==> src/rtl/nibble_serial_addsub.sv <==
// Nibble-serial adder/subtractor.
// A single 4-bit adder slice processes one nibble per cycle, LSB first.
// Operands are captured on accept, so the requester may change its inputs
// while the operation is running. The result is held under backpressure
// until the consumer takes it.
// WIDTH must be a multiple of 4 and at least 8.

module full_adder_4bit (
    input  logic [3:0] a,
    input  logic [3:0] b,
    input  logic       invert_b,
    input  logic       c_in,
    output logic [3:0] sum,
    output logic       c_out
);

    logic [3:0] b_eff;

    // Subtraction is A + ~B + 1; the +1 comes in through c_in on the first nibble.
    assign b_eff        = b ^ {4{invert_b}};
    assign {c_out, sum} = {1'b0, a} + {1'b0, b_eff} + {4'b0000, c_in};

endmodule

module nibble_serial_addsub #(
    parameter int WIDTH = 32
) (
    input  logic             clk,
    input  logic             rst,
    input  logic             start_valid,
    output logic             start_ready,
    input  logic [WIDTH-1:0] op_a,
    input  logic [WIDTH-1:0] op_b,
    input  logic             sub,
    output logic             result_valid,
    input  logic             result_ready,
    output logic [WIDTH-1:0] result,
    output logic             carry_out,
    output logic             overflow,
    output logic             zero,
    output logic             busy
);

    localparam int NSTEP = WIDTH / 4;
    localparam int SW    = $clog2(NSTEP);

    localparam logic [SW-1:0] LAST_STEP = SW'(NSTEP - 1);

    localparam logic [1:0] IDLE = 2'd0;
    localparam logic [1:0] RUN  = 2'd1;
    localparam logic [1:0] DONE = 2'd2;

    logic [1:0]       state_q;
    logic [WIDTH-1:0] a_q;
    logic [WIDTH-1:0] b_q;
    logic             sub_q;
    logic [SW-1:0]    step_q;
    logic             carry_q;
    logic [WIDTH-1:0] result_q;

    // Bit offset of the current nibble. clog2(4*NSTEP) == SW+2, so the width is exact.
    logic [SW+1:0]    bit_base;
    logic [3:0]       slice_sum;
    logic             slice_cout;

    assign bit_base = {step_q, 2'b00};

    full_adder_4bit u_slice (
        .a        (a_q[bit_base +: 4]),
        .b        (b_q[bit_base +: 4]),
        .invert_b (sub_q),
        .c_in     (carry_q),
        .sum      (slice_sum),
        .c_out    (slice_cout)
    );

    // Control FSM and datapath: accept in IDLE, one nibble per RUN cycle, hold in DONE.
    // NOTE: sequential state uses non-blocking assignments. Every register
    // then samples its pre-edge value, whatever order the statements are in.
    always_ff @(posedge clk) begin
        if (rst) begin
            state_q  <= IDLE;
            a_q      <= '0;
            b_q      <= '0;
            sub_q    <= 1'b0;
            step_q   <= '0;
            carry_q  <= 1'b0;
            result_q <= '0;
        end else begin
            case (state_q)
                IDLE: begin
                    if (start_valid) begin
                        a_q     <= op_a;
                        b_q     <= op_b;
                        sub_q   <= sub;
                        step_q  <= '0;
                        carry_q <= sub;
                        state_q <= RUN;
                    end
                end
                RUN: begin
                    result_q[bit_base +: 4] <= slice_sum;
                    carry_q                 <= slice_cout;
                    // Hold at the last step instead of wrapping; accept clears it anyway.
                    if (step_q == LAST_STEP) begin
                        state_q <= DONE;
                    end else begin
                        step_q <= step_q + 1'b1;
                    end
                end
                DONE: begin
                    if (result_ready) begin
                        state_q <= IDLE;
                    end
                end
                default: state_q <= IDLE;
            endcase
        end
    end

    assign start_ready  = (state_q == IDLE);
    assign result_valid = (state_q == DONE);
    assign busy         = (state_q == RUN) || (state_q == DONE);
    assign result       = result_q;

    // Flags are meaningful only while a result is presented; they are forced low otherwise.
    assign carry_out = result_valid & carry_q;
    assign overflow  = result_valid
                     & (a_q[WIDTH-1] == (b_q[WIDTH-1] ^ sub_q))
                     & (result_q[WIDTH-1] != a_q[WIDTH-1]);
    assign zero      = result_valid & (result_q == '0);

endmodule

==> config.mk <==
export PLATFORM = sky130hd
export DESIGN_NAME = nibble_serial_addsub
export DESIGN_NICKNAME = d
export VERILOG_FILES = /design/src/rtl/nibble_serial_addsub.sv
export SDC_FILE = /design/constraint.sdc
export NUM_CORES = 1
export LEC_CHECK = 0
export CAP_MARGIN = 20
export CORE_MARGIN = 5
export CORE_UTILIZATION = 55
export DETAILED_ROUTE_END_ITERATION = 8
export PLACE_DENSITY = 0.89
export SLEW_MARGIN = 20
export SYNTH_ARGS = -nofsm -noshare
export SYNTH_HDL_FRONTEND = slang
export SYNTH_HIERARCHICAL = 1
export SYNTH_SLANG_ARGS = --single-unit
==> constraint.sdc <==
create_clock -name clk -period 5.16 [get_ports clk]
set_clock_uncertainty 0.05 [all_clocks]
set_input_delay 1.032 -clock clk [delete_from_list [all_inputs] [get_ports clk]]
set_output_delay 1.032 -clock clk [all_outputs]
set_load 0.02 [all_outputs]
# Yosys cells after proc, flatten, opt, wreduce, memory -nomap -nowiden
# Cells that the tools add are included.
# Widths: inputs -> output; s select.
# totals
register_bits	103
# classes
n_eq_ne	9
n_mux	10
n_reduce_logical	8
bitwise_logic	6
shift	4
addsub	4
# ops
op	n
$shiftx 32x6->4	2
$bwmux 32	1
$logic_not 32->1	1
$shift 4x7->32 const A	1
$shiftx 4x7->32	1
$neg 5->7	1
$mux 2	3
$mux 3	2
$ne 2x2->1 const B	3
$pmux 2 s3	1
$pmux 3 s2	1
$reduce_and 3->1	2
$add 4x4->5	1
$add 5x1->5	1
$and 1x1->1	4
$reduce_and 2->1	2
$xor 4x4->4	1
$add 3x1->3 const B	1
$eq 3x3->1 const B	1
$eq 2x1->1 const B	1
$eq 2x2->1 const B	1
$logic_not 2->1	1
$ne 2x1->1 const B	1
$pmux 1 s2	1
6 further kinds	6

# Longest topological paths before layout
# logic_depth
depth_word	6
depth_mapped	13
ltp_nobuf	11

# By module
# Netlist, hierarchy kept.
# modules_own_cells
mod	cells_each	instances	seq_area_each_um2	area_each_um2
nibble_serial_addsub	552	1	2062.0	4723.3
full_adder_4bit	20	1	0.0	176.4

# Worst setup path after synthesis
# OpenSTA, ideal clock, no wires.
# synth_path
path_type	register to register
startpoint	register step_q[0]
endpoint	register carry_q
n_path_buf	2
t_required_ns	4.972
arrival_time_ns	2.737
path_stages_with_launch	14
setup_ns	0.138
setup_slack_ns	2.235
cell_sequence	dfxtp_1 -> buf_6 -> buf_4 -> mux4_2 -> nand2_1 -> nand2_1 -> xnor2_1 -> fa_1 -> inv_1 -> fa_1 -> a21o_1 -> a21o_1 -> nor3b_1 -> a2111oi_0
# synth_between
elab_chain_len	5
# synth_lines
item	line	text
start: declaration	57	logic [SW-1:0] step_q;
start signal: assignment	108	step_q <= step_q + 1'b1;
$shiftx 32x6->4	70	.b (b_q[bit_base +: 4]),
$xor 4x4->4	20	assign b_eff = b ^ {4{invert_b}};
$add 4x4->5 (*)	21	assign {c_out, sum} = {1'b0, a} + {1'b0, b_eff} + {4'b0000, c_in};
$add 5x1->5 (*)	21	
via slice_cout	64	logic slice_cout;
$pmux 1 s2 (*)	90	case (state_q)
end signal: assignment	97	carry_q <= sub;
end signal: assignment	103	carry_q <= slice_cout;
end: declaration	58	logic carry_q;
# Mark *: on every way through the listed nets, which the timed path passes. The rest lies on a longest branch.
# A chain may end at the register's enable or synchronous reset.

# Worst setup path in the final report
# layout_path
startpoint	register state_q[0]
endpoint	output zero
# layout_between
elab_chain_len	2
# layout_lines
item	line	text
start: declaration	53	logic [1:0] state_q;
start signal: assignment	82	state_q <= IDLE;
start signal: assignment	98	state_q <= RUN;
start signal: assignment	106	state_q <= DONE;
$eq 2x2->1	122	assign result_valid = (state_q == DONE);
$and 1x1->1	131	assign zero = result_valid & (result_q == '0);
end: declaration	40	output logic zero,
# Every way passes these cells.

==> results.py <==
metrics = {
    "final_layout": {
        "fin_area_um2": 6150,
        "area_growth_pct": 25.5,
        "diodes": 0,
        "fillerInstances": 672,
        "drive_above_1_share_pct": 6.51,
        "layout.nets": 743,
        "fin_cells": 769,
        "layout_common_cells": "nand2_1 (166), clkdlybuf4s50_1 (105), dfxtp_1 (102)",
        "final_common_cell": "nand2_1",
    },
    "clock_tree": {
        "htreeDepth": 3,
        "clockRootBuffer": "clkbuf_8",
        "clock-sinks": 103,
        "post_cts_resized": 0,
        "clk_latency_ns": 0.38,
        "cts.clk_slew.worst_paths_ns": 0.09,
        "cts_buffers": 9,
        "cts_buffer_depth": 2,
        "cts_hold_buf": 0,
        "tritoncts": "done",
        "post-cts-setup-buffers": 0,
    },
    "critical_path": {
        "cp_slowest_cell": "clkdlybuf4s50_1",
        "cp-start-kind": "flip-flop",
        "criticalPathCategory": "flip-flop to output pin",
        "critPathMaxFanout": 6,
        "critPathTopFamily": "buffers and inverters",
        "arrival_ns": 2.55,
        "crit_cells": 6,
        "crit_chain": "inv_1 -> ha_1 -> nor4b_1 -> nand4_1 -> nor3_1 -> clkdlybuf4s50_1",
        "crit_path_end_kind": "output pin",
        "cp_num_buf_inv": 2,
        "cpPeakStageDelay_ns": 0.63,
        "worstPathRequired_ns": 4.08,
        "rr_worst_depth": 10,
    },
    "synthesis": {
        "ys.flop_type": "dfxtp_1",
        "ys_seq_area_share_pct": 42.1,
        "yosysWarnings": 6,
        "syn-instance-count": 572,
        "yosys.cell_types.count": 43,
        "syn-cell-area_um2": 4900,
        "syn_area_per_cell_um2": 8.57,
        "syn_nets": 659,
        "synth_async_sr_flop_share_pct": 0,
        "synth_seq_cells": 103,
        "synth_edf_count": 0,
    },
    "timing": {
        "fin_setup_tns_ns": 0,
        "period_share_pct": 70.4,
        "worst_slew_pin_slew_ns": 0.862,
        "fmax_mhz": 275,
        "setup_viol": 0,
        "period_needed_ns": 3.63,
        "rsz0062_at_grt": "no",
        "slew_headroom_pct": 42.6,
        "slew_violations": 0,
        "hold_violations": 0,
    },
    "detailed_routing": {
        "top_layer_used": "met4",
        "routed_wl_mm": 12.3,
        "routed_via_density": 5.75,
        "wl_met2_mm": 6.15,
        "dr_wl_met3_um": 755,
        "dr.pass1.iters": 5,
        "wl_met1_mm": 5.06,
        "drc": 0,
        "num_vias": 4420,
        "drtIter0Drc": 266,
        "drtAntennaViolNets": 0,
        "wl_per_cell_um": 15.9,
    },
    "floorplanning": {
        "io_pins": 107,
        "die_w_um": 104,
        "initial_core_util_pct": 56.2,
        "core-area_um2": 8720,
        "row_count": 34,
        "die_area_um2": 10900,
        "dieHeight_um": 104,
    },
    "placement": {
        "dp_hpwl_mm": 9.03,
        "dp_cells": 753,
        "numPortBuffers": 106,
        "placed_cell_area_um2": 5940,
        "routabilityCongestion": 0.839,
    },
    "run_status": {
        "outcome": "complete, no violations",
    },
    "hold_path": {
        "hold_path.class": "flip-flop to flip-flop",
        "hold_path_depth": 2,
    },
    "pwr": {
        "p_switching_uw": 893,
        "pwr-share-seq_pct": 42.1,
        "pwr-share-clk_pct": 22.0,
        "intPower_mw": 1.50,
        "powerDensity_nw_per_um2": 389,
        "power_mw": 2.39,
        "sw_frac_of_total_pct": 37.3,
        "irDropWorstVdd_mv": 0.270,
        "p_comb_share_pct": 35.9,
        "p_leak_nw": 2.33,
    },
    "global_routing": {
        "grt_pass1_vias": 4260,
        "overflow": 0,
        "antenna_found_initial": 0,
        "grt_usage_pct": 22.3,
        "grt_max_degree": 67,
        "grt_pass1_wl_mm": 20.1,
    },
    "job": {
        "drv_cap": 0,
    },
}
[worst reg2reg max path, cell delays in order (launching register included)]
cell and delay (ns):
dfxtp_2 0.89, mux4_2 0.61, nand2_1 0.08, nand2_1 0.07, xnor2_1 0.19, fa_1 0.23
inv_1 0.06, fa_1 0.39, xor2_1 0.52, nand2_1 0.15, mux2i_1 0.17
[metal layers]
metal	up-vias	global-route usage (%)
met5	-	0
met2	176	37.1
li1	2127	-
met3	30	4.59
met1	2087	28.2
met4	0	8.97
[flip-flops by register name (all words and copies together), names as in the netlist]
register  count
carry_q       1
sub_q         1
result       32
step_q        3
b_q          32
state_q       2
a_q          32
[cell usage after synthesis, drive strengths merged (3+ instances only)]
| master | number | area [um^2] |
|---|---|---|
| inv | 10 | 37.5 |
| nor2 | 3 | 11.3 |
| nor2b | 5 | 31.3 |
| nand3b | 5 | 37.5 |
| ha | 16 | 200 |
| nor4 | 6 | 37.5 |
| clkbuf | 23 | 86.3 |
| mux2i | 18 | 180 |
| a21oi | 85 | 425 |
| nor3 | 4 | 25.0 |
| dfxtp | 103 | 2060 |
| o21ai | 20 | 100 |
| buf | 12 | 87.6 |
| and2 | 4 | 25.0 |
| xor2 | 6 | 52.6 |
| mux4 | 16 | 360 |
| nand3 | 4 | 20.0 |
| nand4 | 16 | 100 |
| nand2 | 167 | 627 |
| nand2b | 22 | 138 |
[cells by family after synthesis]
family	synth area share (%)
adders and majority gates	4.90
xor gates and xnor gates	1.25
AOI/OAI and AO/OA	12.2
and+or+nand+nor	24.1
muxes	11.0
DFF	42.1
buffers and inverters	4.39
[power groups by stage]
stage	logic [mW]	registers [mW]	clock network [mW]
final	0.858	1.01	0.526
after global routing	0.943	1.03	0.566
after CTS	0.853	1.01	0.530
after detailed placement	0.848	1.03	0
after global placement	0.817	1.02	0
after floorplan	0.635	0.981	0
[area by class of cell]
cell class                 instances  area, um^2  area share (%)
clock buffer                      11         141            2.30
clock inverter                     5        66.3            1.08
timing repair buffer             108        1070            17.4
sequential                       103        2060            33.5
multi-input combinational        423        2630            42.8
tap                              108         135            2.20
inverter                          11        41.3           0.671
[through the flow]
| step | util, % | hold slack (ns) | worst slack [ns] |
|---|---|---|---|
| global route | 70.5 | 0.423 | 1.34 |
| floorplan | - | 0.383 | 2.24 |
| global placement | 68.1 | 0.390 | 1.76 |
| detailed placement | 68.1 | 0.398 | 1.66 |
| finish | 70.5 | 0.409 | 1.53 |
| CTS | 70.5 | 0.410 | 1.49 |
[path summary, 6_finish.rpt]
| kind | from | to | slack (ns) |
|---|---|---|---|
| min reg2reg | a_q[23] | a_q[23] | 0.41 |
| max reg2reg | step_q[0] | result[30] | 1.67 |
| min | a_q[23] | a_q[23] | 0.41 |
| max | state_q[0] | zero | 1.53 |
Note: power is estimated with default switching activity, not from simulation.
